File: config.mk
export PLATFORM = sky130hd
export DESIGN_NAME = pong_score_keeper
export DESIGN_NICKNAME = d
export VERILOG_FILES = /design/src/rtl/pong_score_keeper.sv
export SDC_FILE = /design/constraint.sdc
export NUM_CORES = 1
export LEC_CHECK = 0
export BUFFER_PORTS_ARGS = -buffer_cell sky130_fd_sc_hd__clkbuf_2
export CAP_MARGIN = 10
export CORE_ASPECT_RATIO = 2
export CORE_MARGIN = 3
export CORE_UTILIZATION = 50
export DETAILED_ROUTE_END_ITERATION = 8
export MAX_ROUTING_LAYER = met4
export PLACE_DENSITY = 0.7
export SYNTH_ARGS = -nofsm -noshare
export SYNTH_HDL_FRONTEND = slang
export SYNTH_SLANG_ARGS = --single-unit
File: constraint.sdc
create_clock -name clk -period 2.75 [get_ports clk]
set_clock_uncertainty 0.2 [all_clocks]
set_input_delay 0.55 -clock clk [delete_from_list [all_inputs] [get_ports clk]]
set_output_delay 0.55 -clock clk [all_outputs]
set_load 0.1 [all_outputs]
File: src/rtl/pong_score_keeper.sv
// Pong score keeper: counts edge-detected ball-exit events, inserts a serve pause
// after every point and latches the game-over condition with the winning side.
module pong_score_keeper #(
  parameter int unsigned WIN_SCORE    = 7,
  parameter int unsigned SERVE_CYCLES = 50_000_000,
  parameter int unsigned CNT_W        = 26
) (
  input  logic       clk,
  input  logic       reset,
  input  logic       point_left,
  input  logic       point_right,
  output logic [3:0] score_left,
  output logic [3:0] score_right,
  output logic       serve_hold,
  output logic       game_end,
  output logic       winner
);

  localparam logic [3:0]       WinScore = 4'(WIN_SCORE);
  localparam logic [CNT_W-1:0] CntLoad  = CNT_W'(SERVE_CYCLES - 1);
  localparam logic [CNT_W-1:0] CntOne   = CNT_W'(1);

  typedef enum logic [1:0] {StServe, StPlay, StOver} state_e;

  state_e           state_q, state_d;
  logic [CNT_W-1:0] cnt_q, cnt_d;
  logic [3:0]       score_l_q, score_l_d;
  logic [3:0]       score_r_q, score_r_d;
  logic             winner_q, winner_d;
  logic             pl_q, pr_q;
  logic             serve_hold_q, serve_hold_d;
  logic             game_end_q, game_end_d;
  logic             ev_l, ev_r;

  assign ev_l = point_left  & ~pl_q;
  assign ev_r = point_right & ~pr_q;

  always_ff @(posedge clk or posedge reset) begin
    if (reset) begin
      state_q      <= StServe;
      cnt_q        <= CntLoad;
      score_l_q    <= 4'd0;
      score_r_q    <= 4'd0;
      winner_q     <= 1'b0;
      // Reset high so an input already asserted at release is not an event.
      pl_q         <= 1'b1;
      pr_q         <= 1'b1;
      serve_hold_q <= 1'b1;
      game_end_q   <= 1'b0;
    end else begin
      state_q      <= state_d;
      cnt_q        <= cnt_d;
      score_l_q    <= score_l_d;
      score_r_q    <= score_r_d;
      winner_q     <= winner_d;
      pl_q         <= point_left;
      pr_q         <= point_right;
      serve_hold_q <= serve_hold_d;
      game_end_q   <= game_end_d;
    end
  end

  always_comb begin
    state_d   = state_q;
    cnt_d     = cnt_q;
    score_l_d = score_l_q;
    score_r_d = score_r_q;
    winner_d  = winner_q;
    unique case (state_q)
      StServe: begin
        if (cnt_q == '0) begin
          state_d = StPlay;
        end else begin
          cnt_d = cnt_q - CntOne;
        end
      end
      StPlay: begin
        // Simultaneous events cancel: neither side is credited.
        if (ev_l && !ev_r) begin
          score_l_d = score_l_q + 4'd1;
          if (score_l_d == WinScore) begin
            state_d  = StOver;
            winner_d = 1'b0;
          end else begin
            state_d = StServe;
            cnt_d   = CntLoad;
          end
        end else if (ev_r && !ev_l) begin
          score_r_d = score_r_q + 4'd1;
          if (score_r_d == WinScore) begin
            state_d  = StOver;
            winner_d = 1'b1;
          end else begin
            state_d = StServe;
            cnt_d   = CntLoad;
          end
        end
      end
      StOver: begin
        state_d = StOver;
      end
      default: begin
        state_d = StServe;
        cnt_d   = CntLoad;
      end
    endcase
  end

  always_comb begin
    serve_hold_d = (state_d != StPlay);
    game_end_d   = (state_d == StOver);
  end

  assign score_left  = score_l_q;
  assign score_right = score_r_q;
  assign serve_hold  = serve_hold_q;
  assign game_end    = game_end_q;
  assign winner      = winner_q;

endmodule

==> flow_metrics.env <==
export IMPL_worst_ir_drop_vdd_uv=343
export IMPL_fin_ws_ns=0.0903
export IMPL_arrival_ns=2.68
export IMPL_drt_pass1_iterations=4
export IMPL_h_tree_depth=2
export IMPL_core_sq_mm=0.00438
export IMPL_fp_row_count=34
export IMPL_hold_start="point_right"
export IMPL_dp_hpwl_mm=3.92
export IMPL_synth_edff_count=0
export IMPL_grt_antenna_before_repair=0
export IMPL_syn2layout_area_growth_pct=16.2
export IMPL_yosys_cell_types_count=48
export IMPL_syn_area_per_cell_sq_um=9.87
export IMPL_setup_viol=0
export IMPL_yosysSeqAreaShare=0.461
export IMPL_root_buffer="clkbuf_8"
export IMPL_track_usage=0.228
export IMPL_antennaDiodeCount=0
export IMPL_tightestPinTransition_ns=0.526
export IMPL_required_ns=2.77
export IMPL_grt_max_degree=42
export IMPL_r2r_setup_slack_ns=0.09
export IMPL_antenna_left=0
export IMPL_yosys_warnings=0
export IMPL_dieArea_sq_mm=0.00546
export IMPL_p_leak_nw=1.09
export IMPL_cp_max_fo=6
export IMPL_finalHoldViolations=0
export IMPL_die_h_um=102
export IMPL_fin_crit_sh=0.967
export IMPL_vias_per_cell=5.97
export IMPL_final_nets=273
export IMPL_worstSkewPairLatency_ns=0.29
export IMPL_drt_iter0_drc=45
export IMPL_wl_per_cell_um=16.8
export IMPL_pre_cts_ws_ns=-0.0513
export IMPL_holdPathStages=1
export IMPL_first_global_vias=1855
export IMPL_grt_pass1_wl_mm=8.85
export IMPL_cts_clk_slew_worst_paths_ns=0.08
export IMPL_rsz0062_at_grt="no"
export IMPL_worst_path_max_delay_cell="or4_4"
export IMPL_min_path_type="input pin to register"
export IMPL_synth_seq_cells=41
export IMPL_drcViolationCount=0
export IMPL_reg2reg_depth=8
export IMPL_cp_slowest_stage_delay_ns=0.56
export IMPL_outcome="finished, final reports clean"
export IMPL_ys_async_sr_fraction=1.00
export IMPL_synth_cells=231
export IMPL_syn_area_sq_mm=0.00228
export IMPL_cts_tree="done"
export IMPL_floorplan_initialDensity=0.521
export IMPL_crit_path_end_kind="register"
export IMPL_cp_cell_sequence="inv_1 -> ha_2 -> or3b_4 -> or4_4 -> o21a_4 -> nor3_4 -> buf_4 -> o31ai_1"
export IMPL_ios=15
export IMPL_slew_headroom=0.646
export IMPL_p_per_area_mw_per_mm2=431
export IMPL_drive_above_1_share=0.319
export IMPL_numPortBuffers=14
export IMPL_routed_wl_mm=5.32
export IMPL_synth_ff_type="dfstp_2"
export IMPL_cp_start_kind="register"
export IMPL_clk_path_buf_depth=2
export IMPL_cp_top_family="simple AND/OR/NAND/NOR gates"
export IMPL_min_to="pr_q"
export IMPL_path_buf_inv=2
export IMPL_drv_slew=0
export IMPL_cts_sinks=41
export IMPL_timing_fmax_mhz=376
export IMPL_r2r_start="cnt_q[0]"
export IMPL_cts_buffers=5
export IMPL_die_x_um=53.8
export IMPL_r2r_end="cnt_q[20]"
export IMPL_critPathKind="register to register"
export IMPL_grt_ovfl_total=0
export IMPL_vias=1892
export IMPL_synthesis_nets=242
export IMPL_period_minus_slack_ns=2.66
export IMPL_maxCapViolations=0
export IMPL_hold_ws_ns=0.139
export IMPL_gp_congestion=0.924
## state kept, by name (all words and copies together) (netlist names)
| register | flops |
|---|---|
| cnt_q | 26 |
| game_end | 1 |
| pr_q | 1 |
| score_right | 4 |
| score_left | 4 |
| winner | 1 |
| serve_hold | 1 |
| state_q | 2 |
| pl_q | 1 |
## worst max path at each step
stage / startpoint / endpoint / slack (ns) / cells past startpoint
finish: cnt_q[0] / cnt_q[20] / 0.09 / 8
global route: cnt_q[0] / cnt_q[20] / 0.001 / 8
CTS: cnt_q[0] / cnt_q[4] / 0.1 / 7
detailed placement: cnt_q[0] / cnt_q[25] / -0.05 / 8
global placement: cnt_q[0] / cnt_q[25] / -0.02 / 8
floorplan: score_left[3] / cnt_q[4] / 0.0009 / 6
## through the flow
| step | total power, mW | util | instance area, sq um | TNS [ns] | cells |
|---|---|---|---|---|---|
| 6_report | 1.14 | 0.605 | 2650 | 0 | 317 |
| 5_1_grt | 1.17 | 0.605 | 2650 | 0 | 317 |
| 4_1_cts | 1.15 | 0.605 | 2650 | 0 | 317 |
| 3_5_place_dp | 0.642 | 0.571 | 2500 | -0.219 | 306 |
| 3_3_place_gp | 0.641 | 0.571 | 2500 | -0.0568 | 306 |
| 2_1_floorplan | 0.632 | - | 2290 | 0 | 231 |
## cells by family (layout without fill, tap and decap cells)
kind of cell             count (synthesis)  in the layout  share of synthesized area
buffers and inverters                   19             51                     0.0335
flip-flops                              41             41                      0.461
adder cells (fa/ha/maj)                  7              7                     0.0384
XOR/XNOR                                 9              9                     0.0346
multiplexers                             4              4                     0.0181
AND/OR/NAND/NOR                         91             91                      0.215
AO/OA/AOI/OAI                           60             60                      0.199
## per-layer routing
| metal | share of wire | global-route usage | up-vias |
|---|---|---|---|
| met5 | 0 | - | - |
| met3 | 0.023 | 0.0265 | 19 |
| met2 | 0.55 | 0.384 | 40 |
| li1 | - | - | 921 |
| met4 | 0.040 | 0.116 | 0 |
| met1 | 0.39 | 0.253 | 912 |
## area by class of cell
cell class | instances | area (sq um)
Clock buffer | 7 | 86.3
Clock inverter | 1 | 30.0
Fill cell | 386 | 1730
Inverter | 11 | 41.3
Multi-Input combinational cell | 171 | 1160
Sequential cell | 41 | 1060
Tap cell | 54 | 67.6
Timing Repair Buffer | 32 | 209
## cells in the mapped netlist (2+ instances only)
master,n,area [sq um]
xor2_1,3,26.3
a22oi_1,4,30.0
a32oi_1,2,17.5
inv_1,11,41.3
a21bo_2,2,20.0
ha_1,7,87.6
or2_2,5,31.3
o21ai_0,9,45.0
or4_1,6,45.0
xnor2_1,6,52.6
nand3_1,7,35.0
nor3b_1,2,15.0
o41ai_1,2,17.5
nand2_1,12,45.0
dfrtp_1,20,500
nor2b_1,2,12.5
nand2b_1,2,12.5
a31o_2,3,26.3
nor4_1,5,31.3
nand4_1,3,18.8
nor3_1,12,60.1
and3_1,2,12.5
o31ai_1,16,120
a21oi_1,9,45.0
or4_4,2,22.5
mux2i_1,3,30.0
clkbuf_1,6,22.5
nor2_1,23,86.3
or3_1,6,37.5
dfstp_2,21,552
## placed cells by master, fill, tap and decap left out, drive strengths merged, types with 6 or more instances in the layout
cell / count
dfstp: 21
nor2: 23
nand2: 12
o21ai: 10
or4: 8
inv: 11
xnor2: 6
a21oi: 9
ha: 7
or3: 6
nor3: 13
dfrtp: 20
o31ai: 16
nand3: 7
buf: 18
clkbuf: 21
## what timing repair did
item,CTS,global route
hold endpoints to repair,0,0
setup endpoints to repair,8,2
hold buffers,0,0
buffers inserted,3,0
resized for setup,3,2
pin swaps,2,0
## report_power, final
part	internal (mW)	total, mW	switching, mW
combinational	0.00552	0.0230	0.0175
clock	0.296	0.512	0.216
sequential	0.606	0.607	0.000312
No activity file was read; power rests on OpenSTA's default activity.
